$ cat config.mk
export PLATFORM = sky130hd
export DESIGN_NAME = reg_state_scheduler
export DESIGN_NICKNAME = d
export VERILOG_FILES = /design/src/rtl/reg_sched_pkg.sv /design/src/rtl/reg_onehot_decode.sv /design/src/rtl/reg_state_scheduler.sv
export SDC_FILE = /design/constraint.sdc
export NUM_CORES = 1
export LEC_CHECK = 0
export BUFFER_PORTS_ARGS = -buffer_cell sky130_fd_sc_hd__buf_4
export CAP_MARGIN = 30
export CORE_MARGIN = 4
export CORE_UTILIZATION = 43
export CTS_BUF_LIST = sky130_fd_sc_hd__clkbuf_4
export CTS_CLUSTER_SIZE = 14
export DETAILED_ROUTE_END_ITERATION = 7
export PLACE_DENSITY_LB_ADDON = 0.25
export SLEW_MARGIN = 20
export SYNTH_ARGS = -nofsm -noshare
export SYNTH_HDL_FRONTEND = slang
export SYNTH_SLANG_ARGS = --single-unit
$ cat constraint.sdc
create_clock -name clk -period 5.02 [get_ports clk]
set_input_delay 0 -clock clk [delete_from_list [all_inputs] [get_ports clk]]
set_output_delay 0 -clock clk [all_outputs]
set_load 0.01 [all_outputs]
$ cat src/rtl/reg_sched_pkg.sv
// Shared types and defaults for the register-state scheduler: scheduler state
// encoding, default sizing and a one-hot decode helper.
package reg_sched_pkg;

  localparam int DEF_REG_COUNT   = 16;
  localparam int DEF_REG_ADDR_W  = 4;
  localparam int DEF_QUEUE_DEPTH = 8;

  typedef enum logic [1:0] {
    RUN     = 2'd0,
    STALL   = 2'd1,
    DRAIN   = 2'd2,
    DRAINED = 2'd3
  } sched_state_e;

  // Returns a one-hot vector at addr when en is set, all zeros otherwise.
  function automatic logic [DEF_REG_COUNT-1:0] onehot_decode(
    input logic [DEF_REG_ADDR_W-1:0] addr,
    input logic                      en
  );
    logic [DEF_REG_COUNT-1:0] vec;
    vec = '0;
    if (en) begin
      vec[addr] = 1'b1;
    end else begin
      vec = '0;
    end
    return vec;
  endfunction

endpackage

$ cat src/rtl/reg_onehot_decode.sv
// Register address to one-hot strobe decoder with enable; used for the
// UsedAs / IssuedAs strobe vectors driven into the state cells.
module reg_onehot_decode
  import reg_sched_pkg::*;
#(
  parameter int N  = DEF_REG_COUNT,
  parameter int AW = DEF_REG_ADDR_W
) (
  input  logic [AW-1:0] addr,
  input  logic          en,
  output logic [N-1:0]  onehot
);

  // Compare against every register index so any N/AW pairing stays in range.
  always_comb begin
    onehot = '0;
    for (int i = 0; i < N; i++) begin
      if (en && (addr == AW'(i))) begin
        onehot[i] = 1'b1;
      end else begin
        onehot[i] = 1'b0;
      end
    end
  end

endmodule

$ cat src/rtl/reg_state_scheduler.sv
// Hazard-gated intake into the runahead queue with cell strobe generation and
// a flush drain sequence. Optional perf counters: REG_STATE_SCHED_PERF_EN.
module reg_state_scheduler
  import reg_sched_pkg::*;
#(
  parameter int  REG_COUNT   = DEF_REG_COUNT,
  parameter int  REG_ADDR_W  = DEF_REG_ADDR_W,
  parameter int  QUEUE_DEPTH = DEF_QUEUE_DEPTH,
  localparam int OCC_W       = $clog2(QUEUE_DEPTH + 1)
) (
  input  logic                  clk,
  input  logic                  clk_en,
  input  logic                  sync_rst,
  input  logic                  dec_valid,
  output logic                  dec_ready,
  input  logic [REG_ADDR_W-1:0] dec_a_addr,
  input  logic [REG_ADDR_W-1:0] dec_b_addr,
  input  logic                  dec_writes_a,
  input  logic                  dec_uses_b,
  input  logic                  dec_multicycle,
  input  logic [REG_COUNT-1:0]  cell_dirty,
  input  logic [REG_COUNT-1:0]  cell_to_be_written,
  input  logic                  issue_valid,
  input  logic [REG_ADDR_W-1:0] issue_a_addr,
  input  logic [REG_ADDR_W-1:0] issue_b_addr,
  input  logic                  issue_uses_b,
  output logic [REG_COUNT-1:0]  used_as_a,
  output logic [REG_COUNT-1:0]  used_as_b,
  output logic                  will_write_a,
  output logic                  mark_dirty,
  output logic [REG_COUNT-1:0]  issued_as_a,
  output logic [REG_COUNT-1:0]  issued_as_b,
  input  logic                  flush_req,
  output logic                  drained,
`ifdef REG_STATE_SCHED_PERF_EN
  output logic [15:0]           stall_cycles,
  output logic [15:0]           push_count,
`endif
  output logic [OCC_W-1:0]      occupancy
);

  sched_state_e     state_r;
  logic             drained_r;
  logic [OCC_W-1:0] occ_r;
  logic             haz_s;
  logic             ready_s;
  logic             push_s;
  logic             issue_s;

  // A writer must wait for prior dirty/pending writes; a reader for dirty data.
  always_comb begin
    haz_s = 1'b0;
    haz_s = (dec_writes_a & cell_dirty[dec_a_addr])
          | (dec_uses_b   & cell_dirty[dec_b_addr])
          | (dec_writes_a & dec_multicycle & cell_to_be_written[dec_a_addr]);
  end

  // Intake: accept only in RUN with no hazard and a free slot (or a slot freed by issue).
  always_comb begin
    ready_s = 1'b0;
    if (clk_en && !sync_rst && (state_r == RUN) && !haz_s &&
        ((occ_r < OCC_W'(QUEUE_DEPTH)) || issue_valid)) begin
      ready_s = 1'b1;
    end else begin
      ready_s = 1'b0;
    end
  end

  assign push_s       = dec_valid & ready_s;
  assign issue_s      = issue_valid & clk_en & ~sync_rst;
  assign dec_ready    = ready_s;
  assign will_write_a = push_s & dec_writes_a;
  assign mark_dirty   = push_s & dec_multicycle;
  assign occupancy    = occ_r;
  assign drained      = drained_r;

  reg_onehot_decode #(.N(REG_COUNT), .AW(REG_ADDR_W)) u_dec_a (
    .addr(dec_a_addr), .en(push_s), .onehot(used_as_a));
  reg_onehot_decode #(.N(REG_COUNT), .AW(REG_ADDR_W)) u_dec_b (
    .addr(dec_b_addr), .en(push_s & dec_uses_b), .onehot(used_as_b));
  reg_onehot_decode #(.N(REG_COUNT), .AW(REG_ADDR_W)) u_iss_a (
    .addr(issue_a_addr), .en(issue_s), .onehot(issued_as_a));
  reg_onehot_decode #(.N(REG_COUNT), .AW(REG_ADDR_W)) u_iss_b (
    .addr(issue_b_addr), .en(issue_s & issue_uses_b), .onehot(issued_as_b));

  // Queue occupancy; an issue against an empty queue is ignored rather than wrapping.
  always_ff @(posedge clk) begin
    if (sync_rst) begin
      occ_r <= '0;
    end else if (clk_en) begin
      if (push_s && !issue_s) begin
        occ_r <= occ_r + OCC_W'(1);
      end else if (issue_s && !push_s && (occ_r != '0)) begin
        occ_r <= occ_r - OCC_W'(1);
      end else begin
        occ_r <= occ_r;
      end
    end
  end

  // Scheduler FSM; flush takes priority over stall, and drained is registered with the state.
  always_ff @(posedge clk) begin
    if (sync_rst) begin
      state_r   <= RUN;
      drained_r <= 1'b0;
    end else if (clk_en) begin
      case (state_r)
        RUN: begin
          if (flush_req) begin
            state_r <= DRAIN;
          end else if (dec_valid && haz_s) begin
            state_r <= STALL;
          end
        end
        STALL: begin
          if (flush_req) begin
            state_r <= DRAIN;
          end else if (!haz_s || !dec_valid) begin
            state_r <= RUN;
          end
        end
        DRAIN: begin
          if ((occ_r == '0) && (cell_dirty == '0)) begin
            state_r   <= DRAINED;
            drained_r <= 1'b1;
          end
        end
        DRAINED: begin
          if (!flush_req) begin
            state_r   <= RUN;
            drained_r <= 1'b0;
          end
        end
        default: begin
          state_r   <= RUN;
          drained_r <= 1'b0;
        end
      endcase
    end
  end

`ifdef REG_STATE_SCHED_PERF_EN
  logic [15:0] stall_cycles_r;
  logic [15:0] push_count_r;

  // Saturating performance counters.
  always_ff @(posedge clk) begin
    if (sync_rst) begin
      stall_cycles_r <= 16'd0;
      push_count_r   <= 16'd0;
    end else if (clk_en) begin
      if ((state_r == STALL) && (stall_cycles_r != 16'hFFFF)) begin
        stall_cycles_r <= stall_cycles_r + 16'd1;
      end
      if (push_s && (push_count_r != 16'hFFFF)) begin
        push_count_r <= push_count_r + 16'd1;
      end
    end
  end

  assign stall_cycles = stall_cycles_r;
  assign push_count   = push_count_r;
`endif

endmodule

==> metrics.txt <==
status complete, no violations; most frequent cells in the layout 129 x buf_4, 45 x nor2_1, 17 x nor3_1; worst skew pair latency 0.26 ns; WL/cell 14.5 µm; Detail Route Antenna Nets 0; Post-Route Skew 0.000765 ns; Syn Std Cell Area 0.00154 mm²; Crit Path Max Fanout 8; Fin Setup TNS 0 ns; type of the worst setup path in -> reg; fin crit share 0.594; sequential share of the synthesized area 0.0911; number of DRC markers in iteration 0 122; row count 21; Post-synth ARST share 0; final WL 5.51 mm; most common cell after layout, fill and taps aside buf_4; area leader, netlist mux4_2; clk root buf clkbuf_4; Fin. Hold Viols 0; worst-margin pin slew 0.735 ns; Worst setup EP type flip-flop; fin nets 396; ratio of cells with drive above 1 in the final layout 0.446; Most used DFF post-synth dfxtp_1; maximum root-to-sink buffer count 2; DR WL met3 526 µm; top post-synthesis cells by area mux4_2 12%, nor2_1 11%, dfxtp_1 9.1%; unrepaired setup endpoints after global routing no; total grt overflow 0; ant diodes 0; max layer used met4; Leak Pwr 1.21 nW; Arrival @ worst endpoint 3.10 ns; Synthesized Nets 275; floorplan core area 0.00339 mm²; boundary pin count 130; Seq cells post-synth 7; Peak VDD IR 0.0844 mV; CTS Buf Count 3; max-slew violation count 0; P&R area growth vs syn 63.5%; setup violators final 0; vias per cell 5.52; first-pass iteration count of the detailed router 4; PortBufs 129; Final GP Congestion 0.854; number of synthesis warnings 0; via count 2098; Post-synth EDFFs 0; hold crit path type in -> reg; met2 routed WL 2.81 mm; total die area 0.00460 mm²; post-route cell area 0.00251 mm²; Power Density 102 mW/mm²; placed cells 375; top cell type's share of synthesized area 0.117; largest net degree at the start of global routing 22; WP data required 5.14 ns; wl on met1 2.14 mm; Period minus WS final 2.98 ns; post-DP HPWL 4.53 mm; Synth Instances 214; DP Area 0.00247 mm²; vias in the first global route 1842; setup bufs post-CTS 0; initial antenna violation count 0; WHS 0.0135 ns; clock transition at the registers of the reported paths 0.06 ns; All-Layer GR Usage 0.224; initial core utilization 0.454; H-Tree Depth 1; Tot Pwr 0.256 mW; Syn Area/Cell 7.19 µm²; Netlist cell types 54; DRC 0; CTS sink count 7; Slew headroom 0.508; Max Clk Rate 335 MHz; MaxCap Viol Count 0; chip height 67.8 µm; critical path launch point type primary input; first-pass GRT wire length 8.14 mm; TritonCTS clock tree yes; Finished Layout Cells 380; width of the die 67.8 µm
-- cells in the mapped netlist, drive strengths merged (2+ instances only) --
master    n
a22oi     2
ha        2
mux4     10
a2111oi   2
buf       4
nor2     45
clkbuf    8
nand2b   10
and3     11
o41ai     2
dfxtp     7
nand4     3
nand3     7
nor3b     4
o311ai    2
and3b     2
o21a      2
nor3     18
inv       7
and2      2
nor2b     3
or4b      2
a21oi     4
nor4     11
nand2    15
nand3b    3
o21ai     4
mux2i     2
nand4b    5
-- stage by stage --
| step | setup WS [ns] | utilization |
|---|---|---|
| floorplan | 1.94 | - |
| global placement | 1.93 | 0.730 |
| detailed placement | 1.80 | 0.730 |
| CTS | 2.07 | 0.742 |
| global route | 1.76 | 0.742 |
| finish | 2.04 | 0.742 |
-- routing by layer --
layer,vias up,global-route usage
met5,-,0
met4,0,0.0471
met3,5,0.0399
met2,86,0.413
met1,963,0.268
li1,1044,-
-- worst max-delay path, cell delays in order --
cell	delay [ns]
buf_4	0.14
mux4_2	0.50
and3b_1	0.20
o41ai_2	0.49
nand3_2	0.18
nor3_1	0.32
inv_1	0.15
ha_1	0.29
a21o_1	0.17
a21oi_1	0.13
inv_1	0.07
o311ai_0	0.28
o311ai_0	0.18
-- flip-flops by register name, indices dropped and copies added, names as in the netlist --
signal,count
state_r,2
occupancy,4
drained,1
-- cell type report --
cell class / instances / area (µm²)
multi-input cells: 186 / 1280
repair buffers: 130 / 978
fillers: 292 / 876
flip-flops and latches: 7 / 140
well taps: 46 / 57.6
clock buffers: 4 / 30.0
inverters: 7 / 26.3
-- timing repair --
action                    CTS  global route
hold buffers                1             0
hold endpoints to repair    3             0
resized for setup           0             0
-- worst paths after layout --
path | startpoint | end | slack (ns) | cells past startpoint
hold reg to reg | drained | drained | 0.50 | 2
setup / recovery | dec_b_addr[0] | occupancy[3] | 2.04 | 13
hold / removal | flush_req | state_r[1] | 0.01 | 3
setup reg to reg | state_r[0] | occupancy[3] | 2.37 | 12
-- report_power, final --
part | total (mW) | switching (mW) | leakage (nW) | internal, mW
clock | 0.0600 | 0.0241 | 0.0184 | 0.0359
combinational | 0.133 | 0.0627 | 1.14 | 0.0702
sequential | 0.0627 | 0.00432 | 0.0569 | 0.0584
total | 0.256 | 0.0911 | 1.21 | 0.165
-- cells by family after synthesis --
kind of cell	after synthesis	share of synthesized area
AND/OR/NAND/NOR	144	0.504
flip-flops	7	0.0911
adder cells (fa/ha/maj)	3	0.0293
AO/OA/AOI/OAI	25	0.123
multiplexers	13	0.172
buffers and inverters	21	0.0757
XOR/XNOR	1	0.00570
Note: power is estimated with default switching activity, not from simulation.
